[config.mk]
export PLATFORM = sky130hd
export DESIGN_NAME = memwb_pipe_flat
export DESIGN_NICKNAME = d
export VERILOG_FILES = /design/src/rtl/memwb_pipe_pkg.sv /design/src/rtl/memwb_pipe_if.sv /design/src/rtl/memwb_pipe_ld_buf.sv /design/src/rtl/memwb_pipe.sv /design/src/flat_wrapper.sv
export SDC_FILE = /design/constraint.sdc
export NUM_CORES = 1
export LEC_CHECK = 0
export BUFFER_PORTS_ARGS = -buffer_cell sky130_fd_sc_hd__buf_4
export CORE_UTILIZATION = 49
export DETAILED_ROUTE_END_ITERATION = 6
export GPL_TIMING_DRIVEN = 0
export PLACE_DENSITY = 0.88
export SETUP_SLACK_MARGIN = 0.05
export SLEW_MARGIN = 10
export SYNTH_ARGS = -nofsm -noshare
export SYNTH_HDL_FRONTEND = slang
export SYNTH_SLANG_ARGS = --single-unit
[constraint.sdc]
create_clock -name i_clk -period 1.3 [get_ports i_clk]
set_input_delay 0.26 -clock i_clk [delete_from_list [all_inputs] [get_ports i_clk]]
set_output_delay 0.26 -clock i_clk [all_outputs]
set_load 0.005 [all_outputs]
[src/rtl/memwb_pipe_pkg.sv]
// Shared types and constants for the MEM/WB delay-line pipeline register.
package memwb_pkg;

   localparam int DATA_W      = 64;
   localparam int INST_W      = 32;
   localparam int LAT_DEFAULT = 3;

   localparam logic [4:0] REG_ZERO = 5'd0;

   // One delay-line slot: write-back control plus the payload it carries.
   typedef struct packed {
      logic              valid;
      logic              memToReg;
      logic              regWrite;
      logic [DATA_W-1:0] alu_out;
      logic [4:0]        rd_addr;
      logic [INST_W-1:0] inst;
   } memwb_slot_t;

endpackage

[src/rtl/memwb_pipe_if.sv]
// MEM-stage entry, load-data return, pipeline control and write-back port bundle.
interface memwb_pipe_if #(
   parameter int DATA_W = 64,
   parameter int INST_W = 32
);

   logic              i_valid;
   logic              i_memToReg;
   logic              i_regWrite;
   logic [DATA_W-1:0] i_alu_out;
   logic [4:0]        i_rd_addr;
   logic [INST_W-1:0] i_inst;
   logic              i_d_valid_data;
   logic [DATA_W-1:0] i_memory_data;
   logic              i_stall;
   logic              i_flush;

   logic              o_valid;
   logic              o_memToReg;
   logic              o_regWrite;
   logic [DATA_W-1:0] o_alu_out;
   logic [4:0]        o_rd_addr;
   logic [INST_W-1:0] o_inst;
   logic              o_wb_en;
   logic [4:0]        o_wb_rd;
   logic [DATA_W-1:0] o_wb_data;
   logic              o_wait;
   logic              o_ld_overflow;

   // Upstream side: MEM stage, data memory and pipeline control.
   modport master (
      output i_valid, i_memToReg, i_regWrite, i_alu_out, i_rd_addr, i_inst,
             i_d_valid_data, i_memory_data, i_stall, i_flush,
      input  o_valid, o_memToReg, o_regWrite, o_alu_out, o_rd_addr, o_inst,
             o_wb_en, o_wb_rd, o_wb_data, o_wait, o_ld_overflow
   );

   // Pipeline-register side.
   modport slave (
      input  i_valid, i_memToReg, i_regWrite, i_alu_out, i_rd_addr, i_inst,
             i_d_valid_data, i_memory_data, i_stall, i_flush,
      output o_valid, o_memToReg, o_regWrite, o_alu_out, o_rd_addr, o_inst,
             o_wb_en, o_wb_rd, o_wb_data, o_wait, o_ld_overflow
   );

endinterface

[src/rtl/memwb_pipe_ld_buf.sv]
// Single-entry load-data buffer with sticky overflow flag.
module memwb_ld_buf #(
   parameter int DATA_W = 64
) (
   input  logic              i_clk,
   input  logic              i_rst,
   input  logic              i_capture,
   input  logic [DATA_W-1:0] i_data,
   input  logic              i_consume,
   input  logic              i_flush,
   output logic [DATA_W-1:0] o_data,
   output logic              o_full,
   output logic              o_overflow
);

   logic [DATA_W-1:0] data_q, data_d;
   logic              full_q, full_d;
   logic              ovf_q,  ovf_d;

   // Capture wins over consume on the same edge; flush empties the buffer last.
   always_comb begin
      data_d = data_q;
      full_d = full_q;
      ovf_d  = ovf_q;
      if (i_consume) begin
         full_d = 1'b0;
      end
      if (i_capture) begin
         data_d = i_data;
         full_d = 1'b1;
         if (full_q && !i_consume) begin
            ovf_d = 1'b1;
         end
      end
      if (i_flush) begin
         full_d = 1'b0;
      end
   end

   // Buffer state register; overflow is cleared only by reset.
   always_ff @(posedge i_clk) begin
      if (i_rst) begin
         data_q <= '0;
         full_q <= 1'b0;
         ovf_q  <= 1'b0;
      end else begin
         data_q <= data_d;
         full_q <= full_d;
         ovf_q  <= ovf_d;
      end
   end

   assign o_data     = data_q;
   assign o_full     = full_q;
   assign o_overflow = ovf_q;

endmodule

[src/rtl/memwb_pipe.sv]
// MEM/WB pipeline register: LAT-deep delay line, load-data wait and resolved write port.
module memwb_pipe #(
   parameter int DATA_W = memwb_pkg::DATA_W,
   parameter int INST_W = memwb_pkg::INST_W,
   parameter int LAT    = memwb_pkg::LAT_DEFAULT
) (
   input logic         i_clk,
   input logic         i_rst,
   memwb_pipe_if.slave bus
);

   import memwb_pkg::*;

   localparam int unsigned OUT = LAT - 1;

   memwb_slot_t       slot_q [LAT];
   memwb_slot_t       slot_d [LAT];
   memwb_slot_t       in_slot;
   memwb_slot_t       out_slot;

   logic              advance;
   logic              out_wait;
   logic              consume;
   logic              ld_full;
   logic              ld_ovf;
   logic [DATA_W-1:0] ld_data;

   // Pack the incoming MEM-stage entry into a slot.
   always_comb begin
      in_slot          = '0;
      in_slot.valid    = bus.i_valid;
      in_slot.memToReg = bus.i_memToReg;
      in_slot.regWrite = bus.i_regWrite;
      in_slot.alu_out  = bus.i_alu_out;
      in_slot.rd_addr  = bus.i_rd_addr;
      in_slot.inst     = INST_W'(bus.i_inst);
   end

   assign out_slot = slot_q[OUT];

   // Wait depends only on registered state, never on inputs.
   assign out_wait = out_slot.valid & out_slot.memToReg & ~ld_full;
   assign advance  = ~bus.i_stall & ~out_wait;
   assign consume  = advance & out_slot.valid & out_slot.memToReg;

   // Shift on advance, otherwise hold; flush kills every valid bit regardless.
   always_comb begin
      slot_d[0] = advance ? in_slot : slot_q[0];
      for (int unsigned k = 1; k < LAT; k++) begin
         slot_d[k] = advance ? slot_q[k-1] : slot_q[k];
      end
      if (bus.i_flush) begin
         for (int unsigned k = 0; k < LAT; k++) begin
            slot_d[k].valid = 1'b0;
         end
      end
   end

   for (genvar g = 0; g < LAT; g++) begin : g_slot
      // Delay-line slot register.
      always_ff @(posedge i_clk) begin
         if (i_rst) begin
            slot_q[g] <= '0;
         end else begin
            slot_q[g] <= slot_d[g];
         end
      end
   end

   memwb_ld_buf #(
      .DATA_W(DATA_W)
   ) u_ld_buf (
      .i_clk     (i_clk),
      .i_rst     (i_rst),
      .i_capture (bus.i_d_valid_data),
      .i_data    (bus.i_memory_data),
      .i_consume (consume),
      .i_flush   (bus.i_flush),
      .o_data    (ld_data),
      .o_full    (ld_full),
      .o_overflow(ld_ovf)
   );

   assign bus.o_valid       = out_slot.valid;
   assign bus.o_memToReg    = out_slot.memToReg;
   assign bus.o_regWrite    = out_slot.regWrite;
   assign bus.o_alu_out     = out_slot.alu_out;
   assign bus.o_rd_addr     = out_slot.rd_addr;
   assign bus.o_inst        = out_slot.inst;
   assign bus.o_wait        = out_wait;
   assign bus.o_ld_overflow = ld_ovf;
   assign bus.o_wb_rd       = out_slot.rd_addr;
   assign bus.o_wb_en       = out_slot.valid & out_slot.regWrite &
                              (out_slot.rd_addr != REG_ZERO) & ~out_wait;
   assign bus.o_wb_data     = out_slot.memToReg ? ld_data : out_slot.alu_out;

endmodule

[src/flat_wrapper.sv]
// flat-port wrapper written by rule: the top's interface ports become plain ports
module memwb_pipe_flat import memwb_pkg::*;
#(
   parameter int DATA_W = memwb_pkg::DATA_W,
   parameter int INST_W = memwb_pkg::INST_W,
   parameter int LAT    = memwb_pkg::LAT_DEFAULT
)
  (i_clk, i_rst, bus_i_valid, bus_i_memToReg, bus_i_regWrite, bus_i_alu_out, bus_i_rd_addr, bus_i_inst, bus_i_d_valid_data, bus_i_memory_data, bus_i_stall, bus_i_flush, bus_o_valid, bus_o_memToReg, bus_o_regWrite, bus_o_alu_out, bus_o_rd_addr, bus_o_inst, bus_o_wb_en, bus_o_wb_rd, bus_o_wb_data, bus_o_wait, bus_o_ld_overflow);
  memwb_pipe_if #(.DATA_W(DATA_W), .INST_W(INST_W)) bus_i ();
  input logic i_clk;
  input logic i_rst;
  input wire logic [$bits(bus_i.i_valid)-1:0] bus_i_valid;
  input wire logic [$bits(bus_i.i_memToReg)-1:0] bus_i_memToReg;
  input wire logic [$bits(bus_i.i_regWrite)-1:0] bus_i_regWrite;
  input wire logic [$bits(bus_i.i_alu_out)-1:0] bus_i_alu_out;
  input wire logic [$bits(bus_i.i_rd_addr)-1:0] bus_i_rd_addr;
  input wire logic [$bits(bus_i.i_inst)-1:0] bus_i_inst;
  input wire logic [$bits(bus_i.i_d_valid_data)-1:0] bus_i_d_valid_data;
  input wire logic [$bits(bus_i.i_memory_data)-1:0] bus_i_memory_data;
  input wire logic [$bits(bus_i.i_stall)-1:0] bus_i_stall;
  input wire logic [$bits(bus_i.i_flush)-1:0] bus_i_flush;
  output wire logic [$bits(bus_i.o_valid)-1:0] bus_o_valid;
  output wire logic [$bits(bus_i.o_memToReg)-1:0] bus_o_memToReg;
  output wire logic [$bits(bus_i.o_regWrite)-1:0] bus_o_regWrite;
  output wire logic [$bits(bus_i.o_alu_out)-1:0] bus_o_alu_out;
  output wire logic [$bits(bus_i.o_rd_addr)-1:0] bus_o_rd_addr;
  output wire logic [$bits(bus_i.o_inst)-1:0] bus_o_inst;
  output wire logic [$bits(bus_i.o_wb_en)-1:0] bus_o_wb_en;
  output wire logic [$bits(bus_i.o_wb_rd)-1:0] bus_o_wb_rd;
  output wire logic [$bits(bus_i.o_wb_data)-1:0] bus_o_wb_data;
  output wire logic [$bits(bus_i.o_wait)-1:0] bus_o_wait;
  output wire logic [$bits(bus_i.o_ld_overflow)-1:0] bus_o_ld_overflow;
  assign bus_i.i_valid = bus_i_valid;
  assign bus_i.i_memToReg = bus_i_memToReg;
  assign bus_i.i_regWrite = bus_i_regWrite;
  assign bus_i.i_alu_out = bus_i_alu_out;
  assign bus_i.i_rd_addr = bus_i_rd_addr;
  assign bus_i.i_inst = bus_i_inst;
  assign bus_i.i_d_valid_data = bus_i_d_valid_data;
  assign bus_i.i_memory_data = bus_i_memory_data;
  assign bus_i.i_stall = bus_i_stall;
  assign bus_i.i_flush = bus_i_flush;
  assign bus_o_valid = bus_i.o_valid;
  assign bus_o_memToReg = bus_i.o_memToReg;
  assign bus_o_regWrite = bus_i.o_regWrite;
  assign bus_o_alu_out = bus_i.o_alu_out;
  assign bus_o_rd_addr = bus_i.o_rd_addr;
  assign bus_o_inst = bus_i.o_inst;
  assign bus_o_wb_en = bus_i.o_wb_en;
  assign bus_o_wb_rd = bus_i.o_wb_rd;
  assign bus_o_wb_data = bus_i.o_wb_data;
  assign bus_o_wait = bus_i.o_wait;
  assign bus_o_ld_overflow = bus_i.o_ld_overflow;
  memwb_pipe #(.DATA_W(DATA_W), .INST_W(INST_W), .LAT(LAT)) u_core (.i_clk(i_clk), .i_rst(i_rst), .bus(bus_i));
endmodule
Yosys cells after proc, flatten, opt, wreduce, memory -nomap -nowiden

Memories as Yosys holds them, arrays and structs flattened.
Index checks and enable logic that the tools add are counted.

$mul: 0
Order comparisons: 0
Bitwise gates (word level): 14
Equal/unequal tests: 0
Add/sub/neg operators: 0
Reductions and logical operators: 6
Shift-type cells: 0
Mux-type cells: 15
Div/mod/pow operators: 0

Operators by type and width:

| cell              | count |
|---|---|
| $mux 104          | 6 |
| $mux 64           | 1 |
| $and 1x1->1       | 8 |
| $mux 1            | 8 |
| $reduce_bool 5->1 | 1 |
| $not 1->1         | 3 |
| $or 1x1->1        | 3 |
| $reduce_and 2->1  | 1 |
| $reduce_bool 2->1 | 1 |
| $reduce_or 2->1   | 1 |
| $logic_and 1x1->1 | 1 |
| $logic_not 1->1   | 1 |

Word-level logic and storage cells: 39
Input bits: 173
Memory bits (writable): 312
Flip-flop bits (word level): 66
Bits in latches: 0
Memories kept: 1
Output and inout port bits: 176
ROM bits: 0

Memories:

| name          | words | width | rd ports | clocked after Yosys merged registers in | wr ports | RTL line         | source |
|---|---|---|---|---|---|---|---|
| u_core.slot_q | 3     | 104   | 3        | 0                                       | 3        | memwb_pipe.sv:16 | `memwb_slot_t slot_q [LAT];` |

Depth between registers and ports, before layout

Depth after elaboration: 9
Mapped depth: 6
Gate-level depth less buffers: 3

Cells and area by module

A second synthesis with hierarchy kept.

Cells, all modules: 1422
Area total of the unflattened synthesis: 15625.0 um^2

Modules (own cells, without submodules):

| module       | sequential area each (um^2) | instances | cells an instance | area each (um^2) |
|---|---|---|---|---|
| memwb_pipe   | 6246.0                      | 1         | 1207              | 13238.9 |
| memwb_ld_buf | 1321.3                      | 1         | 215               | 2386.0 |

Worst setup path before layout

Ideal clock, no wire load.

Path type: reg2out
From: mem u_core.slot_q[2][102] (netlist bit)
To: out bus_o_wb_data[20]
Buffers on the path: 2
Arrival time: 1.138 ns
Data required time: 1.040 ns
Cell stages (with the launch flop): 4
Setup slack: -0.098 ns
Cells stage by stage: dfxtp_1 -> buf_2 -> buf_2 -> mux2_2

RTL lines:

| item            | RTL line           | source |
|---|---|---|
| start, declared | memwb_pipe.sv:16   |  |
| end, declared   | flat_wrapper.sv:30 | `output wire logic [$bits(bus_i.o_wb_data)-1:0] bus_o_wb_data;` |

==> flow_summary.yaml <==
status:
  outcome: "finished, violations left"
  violations: "negative setup slack"
timing:
  tightest_slew_ns: 0.945
  slew_viol_final: 0
  finalCritPeriodShare_pct: 155
  max_freq_ghz: 0.498
  slew_headroom_pct: 37.0
  hold_viol: 0
  setup_tns_ns: -218.54
  fin_skew_ns: 0.0171
  fin_hold_ws_ns: 0.000389
  setup_viol_count_final: 385
  fin_crit_ns: 2.01
  rsz0062_at_grt: "true"
  worst_slack_ns: -0.709
worst_setup_path:
  slowest_stage: "dfxtp_4"
  cp_common_cell: "buf_12"
  crit-reg2reg-capture: "u_core.slot_q[1][13]"
  crit_path_end_kind: "output port"
  critical_path_class: "reg2out"
  crit_arrival_ns: 1.75
  worstSetupStartpointType: "flop"
  crit_end: "bus_o_wb_data[48]"
  crit_path_max_incr_delay_ns: 0.40
  cp_max_fo: 10
  worstPathRequired_ns: 1.04
  startpoint: "u_core.slot_q[2][102]"
  crit_chain: "buf_12 -> buf_12 -> mux2_2 -> buf_4"
  reg2reg_from: "u_core.slot_q[2][102]"
  r2r_cells: 10
  r2r_setup_slack_ns: -0.71
placement:
  dpl.hpwl_mm: 29.7
  place_ws_ns: -0.788
  placement.io_buffers: 346
  placed_cells: 2167
  gp_congestion: 0.869
cts:
  cts_tree: "done"
  cts_root_buffer: "clkbuf_16"
  cts_made_buffers: 39
  cts-htree-levels: 2
  cts.sinks: 378
  clock_latency_ns: 0.53
  cts.clk_slew.worst_paths_ns: 0.07
  clock_path_buffers: 3
cells_and_area:
  drive_above_1_share_pct: 37.7
  multi_input_area_um2: 7670
  stdcell_count: 2410
  fill_cells: 1816
  final_core_util_pct: 75.1
  area_growth_syn_to_layout_pct: 50.3
  final_nets: 2150
  seq_area_um2: 7770
yosys:
  yosysWarnings: 0
  synth.distinct_cells: 21
  synth_nets: 1592
  ys_ff_latch: 378
  syn_area_um2: 15800
  synth_area_leader_cell: "dfxtp_1"
  synthTopCellsByArea: "dfxtp_1, mux2i_1, nand2b_1"
  yosysTopAreaCellShare_pct: 47.9
  ys_seq_area_share_pct: 47.9
  syn_inst: 1419
  synth_area_per_cell_um2: 11.1
global_routing:
  grt_pass1_vias: 13500
  grt_pass1_wl_mm: 76.8
  antenna_found_initial: 2
  gr-total-overflow: 0
  grt_use_total_pct: 30.2
  grt_max_degree: 15
floorplan:
  die_h_um: 182
  start_util_pct: 50.0
  core_um2: 31600
  die_w_um: 182
  rows: 65
  io_pins: 349
  dieArea_um2: 33000
min_path:
  hold_class: "in2reg"
drt:
  drc: 0
  vias: 13000
  drt_first_pass_iters: 5
  first_iter_violations: 866
  vias_per_cell: 5.39
  detail-route-antenna-nets: 0
  drt_wl_total_mm: 54.9
  routedWlPerCell_um: 22.8
pwr:
  ir_worst_vdd_mv: 0.735
  leakage_nw: 10.7
  powerDensity_nw_per_um2: 1170
job:
  max_cap_violations: 0
## through the flow
stage | total power, W | area, um2
after detailed placement | 0.0152 | 18900
after global placement | 0.0151 | 18900
after global routing | 0.0285 | 23800
after CTS | 0.0275 | 23000
after floorplan | 0.0141 | 15800
final | 0.0277 | 23800
## worst min-delay path by stage
stage,depth (start not counted),start,slack (ns),end
final,3,bus_i_memory_data[7],0.0004,u_core.u_ld_buf.o_data[7]
after global routing,3,bus_i_alu_out[4],0.001,u_core.slot_q[0][41]
after CTS,3,bus_i_inst[3],0.001,u_core.slot_q[0][3]
after detailed placement,2,bus_i_flush,0.45,u_core.u_ld_buf.o_full
after global placement,2,bus_i_flush,0.44,u_core.u_ld_buf.o_full
after floorplan,1,bus_i_flush,0.34,u_core.u_ld_buf.o_full
## power by group
group | switching [W] | total [W] | leakage, nW | internal, W
clock network | 0.00487 | 0.0116 | 0.657 | 0.00670
registers | 0.000262 | 0.0123 | 3.15 | 0.0120
logic | 0.00161 | 0.00384 | 6.89 | 0.00223
total | 0.00674 | 0.0277 | 10.7 | 0.0210
## critical path, delay by kind of cell (launching register included)
| family | cells | cell delay, ns |
|---|---|---|
| flops | 1 | 0.40 |
| mux | 1 | 0.36 |
| buf+inv | 3 | 0.46 |
## layout make-up
cell class                      instances  share of cell area (%)
Clock inverter                         14                   0.584
Tap cell                              402                    2.12
Clock buffer                           57                    4.94
Antenna cell                            1                  0.0105
Multi-Input combinational cell        933                    32.3
Sequential cell                       378                    32.7
Buffer                                102                    4.38
Timing Repair Buffer                  523                    23.0
## flip-flops by register name (all words and copies together), names as in the netlist
name                        count
u_core.slot_q                 312
u_core.u_ld_buf.o_data         64
u_core.u_ld_buf.o_full          1
u_core.u_ld_buf.o_overflow      1
## cells in the mapped netlist, drive strengths merged
cell type,count
o311a,1
a211oi,1
nand2b,412
nand3b,1
a31oi,1
buf,64
nor2b,1
a21oi,1
dfxtp,378
mux2i,374
mux2,64
nor2,68
and3b,1
nand2,4
clkbuf,44
nor3,4
## logic make-up after synthesis
family	count (synthesis)	synth area share, %
AO/OA/AOI/OAI	4	0.182
buffers and inverters	108	5.36
flip-flops	378	47.9
multiplexers	438	28.2
AND/OR/NAND/NOR	491	18.4
## layer usage
metal | GRT usage [%] | share of wire (%) | routed length, um | vias up
li1 | - | - | - | 5834
met1 | 35.9 | 39 | 21600 | 6323
met2 | 52.6 | 49 | 26900 | 662
met3 | 6.60 | 7.2 | 3950 | 174
met4 | 12.6 | 4.5 | 2480 | 0
met5 | 0 | 0 | 0 | -
## timing repair
item,4_1_cts,5_1_grt
buffers inserted,32,38
hold buffers,80,3
setup endpoints to repair,512,546
gates cloned,38,3
endpoints found under the hold margin,80,3
pin swaps,1,1
gates resized for setup,135,313
## layout by cell type, fill, tap and decap left out, drive strengths merged, types with 9 or more instances in the layout
cell | Yosys | final
buf | 64 | 489
nand2b | 412 | 412
dfxtp | 378 | 378
mux2i | 374 | 374
clkbuf | 44 | 110
dlygate4sd3 | 0 | 83
nor2 | 68 | 68
mux2 | 64 | 64
clkinv | 0 | 9
(Power assumes the default switching activity.)
